`src/rtl/keypad_scanner.sv`:
```
// keypad_scanner: 4x4 matrix keypad scanner with debounce.
// Strobes one active-low column per slot; reports accepted presses.
module keypad_scanner #(
  parameter int SCAN_DIV       = 50000,
  parameter int DEBOUNCE_SCANS = 20
) (
  input  logic       clk,
  input  logic       rst,
  input  logic [3:0] rows,
  output logic [3:0] cols,
  output logic [3:0] key_code,
  output logic       key_valid,
  output logic       key_down
);

  localparam int DW = (SCAN_DIV > 1) ? $clog2(SCAN_DIV) : 1;
  localparam int CW = $clog2(DEBOUNCE_SCANS + 1);

  localparam logic [DW-1:0] DIV_LAST = DW'(SCAN_DIV - 1);
  localparam logic [CW-1:0] DB_N     = CW'(DEBOUNCE_SCANS);
  localparam logic [CW-1:0] CNT_ONE  = CW'(1);

  typedef enum logic [1:0] {
    SCAN,
    DEBOUNCE,
    HELD
  } state_t;

  state_t        state_q;
  logic [3:0]    s1_q;
  logic [3:0]    s2_q;
  logic [DW-1:0] div_q;
  logic [DW-1:0] div_d;
  logic [1:0]    ci_q;
  logic [3:0]    cols_q;
  logic [1:0]    cr_q;
  logic [CW-1:0] mc_q;
  logic [CW-1:0] rc_q;
  logic [3:0]    code_q;
  logic          valid_q;
  logic          down_q;

  logic          sample;
  logic          any_low;
  logic [1:0]    pick_row;
  logic          cand_low;
  logic [CW-1:0] mc_inc;
  logic [CW-1:0] rc_inc;

  // Two-flop synchronizer; idle rows read high.
  always_ff @(posedge clk or posedge rst) begin
    if (rst) begin
      s1_q <= 4'hF;
      s2_q <= 4'hF;
    end else begin
      s1_q <= rows;
      s2_q <= s1_q;
    end
  end

  // Free-running slot divider; its last count is the sample edge.
  always_comb begin
    div_d = div_q + DW'(1);
    if (div_q == DIV_LAST) begin
      div_d = '0;
    end
  end

  // Divider register.
  always_ff @(posedge clk or posedge rst) begin
    if (rst) begin
      div_q <= '0;
    end else begin
      div_q <= div_d;
    end
  end

  assign sample = (div_q == DIV_LAST);

  // Lowest-index low row wins when several rows are low.
  always_comb begin
    pick_row = 2'd0;
    if (!s2_q[0]) begin
      pick_row = 2'd0;
    end else if (!s2_q[1]) begin
      pick_row = 2'd1;
    end else if (!s2_q[2]) begin
      pick_row = 2'd2;
    end else if (!s2_q[3]) begin
      pick_row = 2'd3;
    end
  end

  assign any_low  = ~&s2_q;
  assign cand_low = ~s2_q[cr_q];
  assign mc_inc   = mc_q + CNT_ONE;
  assign rc_inc   = rc_q + CNT_ONE;

  // Scan / debounce / held state machine with registered outputs.
  always_ff @(posedge clk or posedge rst) begin
    if (rst) begin
      state_q <= SCAN;
      ci_q    <= 2'd0;
      cols_q  <= 4'b1110;
      cr_q    <= 2'd0;
      mc_q    <= '0;
      rc_q    <= '0;
      code_q  <= 4'h0;
      valid_q <= 1'b0;
      down_q  <= 1'b0;
    end else begin
      valid_q <= 1'b0;
      if (sample) begin
        case (state_q)
          SCAN: begin
            if (any_low) begin
              cr_q <= pick_row;
              mc_q <= CNT_ONE;
              if (DEBOUNCE_SCANS == 1) begin
                code_q  <= {pick_row, ci_q};
                valid_q <= 1'b1;
                down_q  <= 1'b1;
                mc_q    <= '0;
                rc_q    <= '0;
                state_q <= HELD;
              end else begin
                state_q <= DEBOUNCE;
              end
            end else begin
              ci_q   <= ci_q + 2'd1;
              cols_q <= {cols_q[2:0], cols_q[3]};
            end
          end
          DEBOUNCE: begin
            if (cand_low) begin
              if (mc_inc == DB_N) begin
                code_q  <= {cr_q, ci_q};
                valid_q <= 1'b1;
                down_q  <= 1'b1;
                mc_q    <= '0;
                rc_q    <= '0;
                state_q <= HELD;
              end else begin
                mc_q <= mc_inc;
              end
            end else begin
              mc_q    <= '0;
              ci_q    <= ci_q + 2'd1;
              cols_q  <= {cols_q[2:0], cols_q[3]};
              state_q <= SCAN;
            end
          end
          HELD: begin
            if (!cand_low) begin
              if (rc_inc == DB_N) begin
                down_q  <= 1'b0;
                rc_q    <= '0;
                ci_q    <= ci_q + 2'd1;
                cols_q  <= {cols_q[2:0], cols_q[3]};
                state_q <= SCAN;
              end else begin
                rc_q <= rc_inc;
              end
            end else begin
              rc_q <= '0;
            end
          end
          default: begin
            state_q <= SCAN;
          end
        endcase
      end
    end
  end

  assign cols      = cols_q;
  assign key_code  = code_q;
  assign key_valid = valid_q;
  assign key_down  = down_q;

endmodule

```
`config.mk`:
```
export PLATFORM = sky130hd
export DESIGN_NAME = keypad_scanner
export DESIGN_NICKNAME = d
export VERILOG_FILES = /design/src/rtl/keypad_scanner.sv
export SDC_FILE = /design/constraint.sdc
export NUM_CORES = 1
export LEC_CHECK = 0
export CORE_MARGIN = 2
export CORE_UTILIZATION = 58
export CTS_CLUSTER_SIZE = 40
export DETAILED_ROUTE_END_ITERATION = 10
export PLACE_DENSITY = 0.79
export SLEW_MARGIN = 40
export SYNTH_ARGS = -nofsm -noshare
export SYNTH_HDL_FRONTEND = slang
export SYNTH_SLANG_ARGS = --single-unit
```
`constraint.sdc`:
```
create_clock -name clk -period 2.9 [get_ports clk]
set_clock_uncertainty 0.05 [all_clocks]
set_input_delay 0.725 -clock clk [delete_from_list [all_inputs] [get_ports clk]]
set_output_delay 0.725 -clock clk [all_outputs]
set_load 0.05 [all_outputs]
```
==> qor.yml, run 1 <==
floorplan:
  dieHeight_um: 68.4
  die_w_um: 68.4
  num_io_pins: 16
  rows: 23
  core_area_um2: 4000
  start_util: 0.601
  die_area_um2: 4670
critical_path:
  cp_slowest_cell: "clkdlybuf4s50_1"
  reg2regPathDepth: 5
  cp_top_family: "buffers and inverters"
  critPathBufInv: 1
  crit_chain: "clkdlybuf4s50_1"
  rr_endpoint: "key_code[2]"
  endpoint_kind: "output port"
  path_depth: 1
  required_ns: 2.12
  crit_fanout: 3
  startpoint_type: "flop"
  cp-startpoint: "cols[3]"
  rrSetupSlack_ns: 0.66
  worstSetupEndpoint: "cols[3]"
  crit_arrival_ns: 1.66
  critPathKind: "reg -> out"
  rr_startpoint: "mc_q[0]"
  max_stage_delay_ns: 0.80
place:
  dp_slack_ns: 0.666
  gp_congestion: 0.837
  io_buffers: 15
  dp_hpwl_mm: 3.15
route:
  drt_iter0_drc: 118
  drc: 0
  via_per_inst: 5.74
  route.detailed.wl_per_inst_um: 14.9
  route.vias.total: 1658
  first_pass_iters: 4
  ant_nets: 0
  finalWirelength_mm: 4.31
clock_network:
  clkSlewWorstSetupHoldPaths_ns: 0.10
  cts.repair.resized: 0
  postCtsHoldBufs: 0
  cts-root-buf: "clkbuf_8"
  cts_max_level: 2
  cts-buffers-inserted: 5
  clock-sinks: 50
  cts_tree: "built"
  clk_latency_ns: 0.31
  clock_path_buffers: 2
  postCtsSetupBuffers: 0
sta:
  fmax_ghz: 0.410
  rsz0062_at_grt: "no"
  fin_tns_setup_ns: 0
  fin_crit_sh: 0.840
  worst_slew_pin_slew_ns: 0.618
  setup_violations: 0
  setup_ws_ns: 0.464
  hold_viol_final: 0
  maxSlewHeadroom: 0.588
  slew_viol_final: 0
  fin_crit_ns: 2.44
global_route:
  antenna_found_initial: 0
  grt.met2_usage: 0.339
  grt_use_total: 0.214
  grt_start_max_net_pins: 51
  overflow: 0
  grt_use_met3: 0.0444
  first_global_vias: 1624
  grt_pass1_wl_mm: 7.31
  use_met1: 0.290
  globalRoute.busiestLayer: "met2"
finish:
  fin_nets: 247
  antenna_cells: 0
  area_growth_pct: 13.2
  layout-drive-gt1-share: 0.163
  fillers: 308
power_and_ir_drop:
  vdd_drop_max_uv: 416
  p_seq_frac: 0.608
  p_leak_nw: 1.11
  clkPwrFrac: 0.367
  p_switching_w: 0.000272
  total_power_w: 0.00117
  combPwrFrac: 0.025
  power_density_nw_per_um2: 430
  p_int_w: 0.000898
  switching_share: 0.232
synth:
  synthCells: 218
  yosysTopAreaCell: "dfrtp_1"
  synth_most_common_cell: "dfrtp_1"
  synth.top_cell.area_share: 0.406
  yosysWarnings: 0
  synth.net_count: 227
  async_reset_ff_frac: 1.00
  ys_types: 49
  synth-seq-cells: 50
  synth_area_um2: 2400
  synth.area.top_cells: "dfrtp_1 41%, dfstp_2 12%, xnor2_1 4.0%"
  ys.flop_type: "dfrtp_1"
  avgSynthCellArea_um2: 11.0
  synth_edf_count: 0
  yosysSeqAreaShare: 0.527
  synth_commonest_cells: "39 x dfrtp_1, 15 x nor2_1, 13 x o21ai_0"
hold_path:
  min_path_type: "reg -> reg"
outcome:
  status: "finished, final reports clean"
job:
  max-cap-violations: 0
==> cell families (layout without fill, tap and decap cells) <==
kind of cell | count (synthesis) | after routing | share of synthesized area
AND/OR/NAND/NOR | 80 | 80 | 0.191
flip-flops | 50 | 50 | 0.527
AO/OA/AOI/OAI | 43 | 43 | 0.129
buffers and inverters | 17 | 38 | 0.0271
XOR/XNOR | 15 | 15 | 0.0547
multiplexers | 10 | 10 | 0.0557
adder cells (fa/ha/maj) | 3 | 3 | 0.0156
==> per-layer routing <==
metal | share of wire | vias to the layer above
met1 | 0.48 | 810
met5 | 0 | -
met4 | 0.016 | 0
li1 | - | 824
met3 | 0.021 | 5
met2 | 0.48 | 19
==> power by group through the flow <==
stage	clock network [W]	registers [W]	logic, W
after global placement	0	0.000723	0.0000293
final	0.000430	0.000710	0.0000293
after global routing	0.000474	0.000711	0.0000338
after detailed placement	0	0.000724	0.0000303
after floorplan	0	0.000722	0.0000173
after CTS	0.000444	0.000711	0.0000304
==> state kept, by name, indices dropped and copies added, names as in the netlist <==
| name | flops |
|---|---|
| div_q | 16 |
| mc_q | 5 |
| rc_q | 5 |
| cols | 4 |
| key_code | 4 |
| s1_q | 4 |
| s2_q | 4 |
| ci_q | 2 |
| cr_q | 2 |
| state_q | 2 |
| key_down | 1 |
| key_valid | 1 |
==> layout make-up <==
class | instances | area, um^2 | share of cell area
flip-flops and latches | 50 | 1260 | 0.465
clock inverters | 3 | 28.8 | 0.0106
well taps | 50 | 62.6 | 0.0230
repair buffers | 19 | 180 | 0.0663
clock buffers | 5 | 68.8 | 0.0253
inverters | 11 | 41.3 | 0.0152
multi-input cells | 151 | 1070 | 0.394
==> worst min path at each step <==
stage | slack, ns | endpoint | depth (start not counted) | from
detailed placement | 0.30 | s2_q[1] | 0 | s1_q[1]
global route | 0.32 | s2_q[1] | 0 | s1_q[1]
finish | 0.31 | s2_q[1] | 0 | s1_q[1]
CTS | 0.31 | s2_q[1] | 0 | s1_q[1]
global placement | 0.30 | s2_q[2] | 0 | s1_q[2]
floorplan | 0.30 | s2_q[0] | 0 | s1_q[0]
==> stage by stage <==
| step | util | hold slack, ns | area (um^2) | std cells |
|---|---|---|---|---|
| detailed placement | 0.655 | 0.297 | 2620 | 281 |
| global placement | 0.655 | 0.297 | 2620 | 281 |
| CTS | 0.680 | 0.312 | 2720 | 289 |
| finish | 0.680 | 0.311 | 2720 | 289 |
| floorplan | - | 0.295 | 2400 | 218 |
| global route | 0.680 | 0.317 | 2720 | 289 |
==> cell usage in the layout, fill, tap and decap left out, types with 2 or more instances in the layout <==
master           count
a211oi_1             2
a31oi_1              3
and2_1               2
and3_1               2
and4_1               3
buf_4                4
clkbuf_8             5
clkdlybuf4s50_1     15
dfrtp_1             39
dfstp_2             11
ha_1                 3
inv_1               10
mux2_2               5
mux2_4               3
nand2_1             11
nand2b_1             6
nand3_1             11
nand4_1              8
nor2_1              15
nor2b_1              3
nor3_1               5
nor4bb_1             4
o211ai_1             3
o21ai_0             13
o21bai_1             2
o22ai_1              2
o31a_1               3
o31ai_1              6
or3_1                2
xnor2_1             11
xor2_1               4
Power figures use the tool's default switching activity.
==> run 2: changes to the inputs <==
- clock period: 2.9 -> 2.5 ns (I/O delays scaled with it)
==> run 2 against run 1 <==
Sequential cell count stayed put. Wire length is 1.5% lower. Sequential share of layout area is 0.53 points lower. Largest cell class unchanged. Largest power group unchanged.
==> qor.yml, run 2 (synthesis gave the netlist of run 1 again) <==
clock_network:
  cts-buffers-inserted: 5  # unchanged
  clock_path_buffers: 2  # unchanged
  clkSlewWorstSetupHoldPaths_ns: 0.09  # was 0.10 ns
  clk_latency_ns: 0.30  # was 0.31 ns
  postCtsSetupBuffers: 0  # unchanged
  cts.repair.resized: 0  # unchanged
  cts-root-buf: "clkbuf_8"  # unchanged
  clock-sinks: 50  # unchanged
  cts_tree: "built"  # unchanged
  cts_max_level: 2  # unchanged
  postCtsHoldBufs: 0  # unchanged
finish:
  fin_cells: 292  # was 289
  layout-drive-gt1-share: 0.174  # was 0.163
  stdcell_area_um2: 2750  # was 2720 um^2
  antenna_cells: 0  # unchanged
  top_register: "div_q"  # unchanged
  final_cell_mix: "39 x dfrtp_1, 15 x nor2_1, 15 x clkdlybuf4s50_1, 13 x o21ai_0"  # unchanged
  area_growth_pct: 14.5  # was 13.2%
  layout_commonest_cell: "dfrtp_1"  # unchanged
  fillers: 288  # was 308
  largest_registers: "div_q: 16 flops, mc_q: 5 flops, rc_q: 5 flops"  # unchanged
  largest_reg_flops: 16  # unchanged
  fin_nets: 250  # was 247
  fin_util: 0.688  # was 0.680
critical_path:
  crit_fanout: 3  # unchanged
  startpoint_type: "flop"  # unchanged
  cp_slowest_cell: "clkdlybuf4s50_1"  # unchanged
  max_stage_delay_ns: 0.81  # was 0.80 ns
  cp_top_family: "buffers and inverters"  # unchanged
  critPathBufInv: 1  # unchanged
  crit_arrival_ns: 1.67  # was 1.66 ns
  critPathKind: "reg -> out"  # unchanged
  endpoint_kind: "output port"  # unchanged
  crit_chain: "clkdlybuf4s50_1"  # unchanged
  required_ns: 1.82  # was 2.12 ns
sta:
  rsz0062_at_grt: "no"  # unchanged
  setup_violations: 0  # unchanged
  maxSlewHeadroom: 0.592  # was 0.588
  setup_ws_ns: 0.158  # was 0.464 ns
  fmax_ghz: 0.427
  fin_crit_sh: 0.937
  slew_viol_final: 0  # unchanged
  hold_viol_final: 0  # unchanged
  worst_slew_pin_slew_ns: 0.605  # was 0.618 ns
  fin_tns_setup_ns: 0  # unchanged
  fin_crit_ns: 2.34
place:
  io_buffers: 15  # unchanged
  gp_congestion: 0.827  # was 0.837
  postPlaceCellArea_um2: 2640  # was 2620 um^2
  dp_hpwl_mm: 3.13  # was 3.15 mm
  dp_slack_ns: 0.254  # was 0.666 ns
  place_inst: 284  # was 281
power_and_ir_drop:
  p_seq_frac: 0.594  # was 0.608
  p_leak_nw: 1.13  # was 1.11 nW
  clkPwrFrac: 0.381  # was 0.367
  combPwrFrac: 0.025  # about the same
  power_density_nw_per_um2: 504  # was 430 nW/um^2
  vdd_drop_max_uv: 515  # was 416 uV
  p_int_w: 0.00109  # was 0.000898 W
  p_switching_w: 0.000295  # was 0.000272 W
  switching_share: 0.213  # was 0.232
job:
  max-cap-violations: 0  # unchanged
global_route:
  first_global_vias: 1561  # was 1,624
  grt_use_total: 0.206  # was 0.214
  grt_pass1_wl_mm: 7.16  # was 7.31 mm
  grt_start_max_net_pins: 21  # was 51
  antenna_found_initial: 0  # unchanged
  overflow: 0  # unchanged
route:
  ant_nets: 0  # unchanged
  drc: 0  # unchanged
  route.detailed.wl_per_inst_um: 14.5  # was 14.9 um
  finalWirelength_mm: 4.24  # was 4.31 mm
  drt_iter0_drc: 108  # was 118
  first_pass_iters: 4  # unchanged
  via_per_inst: 5.64  # was 5.74
  route.vias.total: 1646  # was 1,658
floorplan:
  num_io_pins: 16  # unchanged
  die_w_um: 68.4  # unchanged
  die_area_um2: 4670  # unchanged
  core_area_um2: 4000  # unchanged
  start_util: 0.601  # unchanged
  dieHeight_um: 68.4  # unchanged
  rows: 23  # unchanged
outcome:
  status: "finished, final reports clean"  # unchanged
hold_path:
  min_path_type: "reg -> reg"  # unchanged
## run 2: cell count changes in the layout (fill, tap and decap cells not counted)
cell / before / now
buf_4: 4 / 7
clkbuf_16: 0 / 1
clkinv_4: 1 / 0
inv_4: 0 / 2
inv_6: 1 / 0
inv_8: 1 / 0
## run 2: layout make-up
class                   count  area [um^2]  area share
clock inverters             2         12.5     0.00455
repair buffers             22          203      0.0737
well taps                  50         62.6      0.0227
inverters                  11         41.3      0.0150
clock buffers               6         93.8      0.0341
flip-flops and latches     50         1260       0.460
multi-input cells         151         1070       0.390
## run 2: metal layers
| metal | global-route usage | vias up | wire length [um] |
|---|---|---|---|
| met4 | 0.0700 | 0 | 43 |
| met5 | 0 | - | 0 |
| li1 | - | 841 | - |
| met3 | 0.0428 | 4 | 102 |
| met2 | 0.300 | 25 | 2000 |
| met1 | 0.304 | 776 | 2100 |
## run 2: power by group through the flow
stage	Combinational, W	Sequential (W)	Clock, W
2_1_floorplan	0.0000200	0.000838	0
3_3_place_gp	0.0000354	0.000839	0
3_5_place_dp	0.0000360	0.000839	0
4_1_cts	0.0000363	0.000824	0.000548
5_1_grt	0.0000403	0.000825	0.000581
6_report	0.0000348	0.000824	0.000528
## run 2: metrics by stage
stage	hold slack (ns)	total power (W)
4_1_cts	0.311	0.00141
6_report	0.309	0.00139
3_3_place_gp	0.296	0.000874
5_1_grt	0.316	0.00145
2_1_floorplan	0.295	0.000858
3_5_place_dp	0.297	0.000875
## run 2: worst paths after layout
check | from | to | slack (ns) | cells after the start
max reg2reg | mc_q[0] | key_code[3] | 0.25 | 5
max in group asynchronous | rst | rc_q[1] | 1.27 | 3
min | s1_q[3] | s2_q[3] | 0.31 | 0
min reg2reg | s1_q[3] | s2_q[3] | 0.31 | 0
max | cols[2] | cols[2] | 0.16 | 1
min in group asynchronous | rst | cols[0] | 0.55 | 2
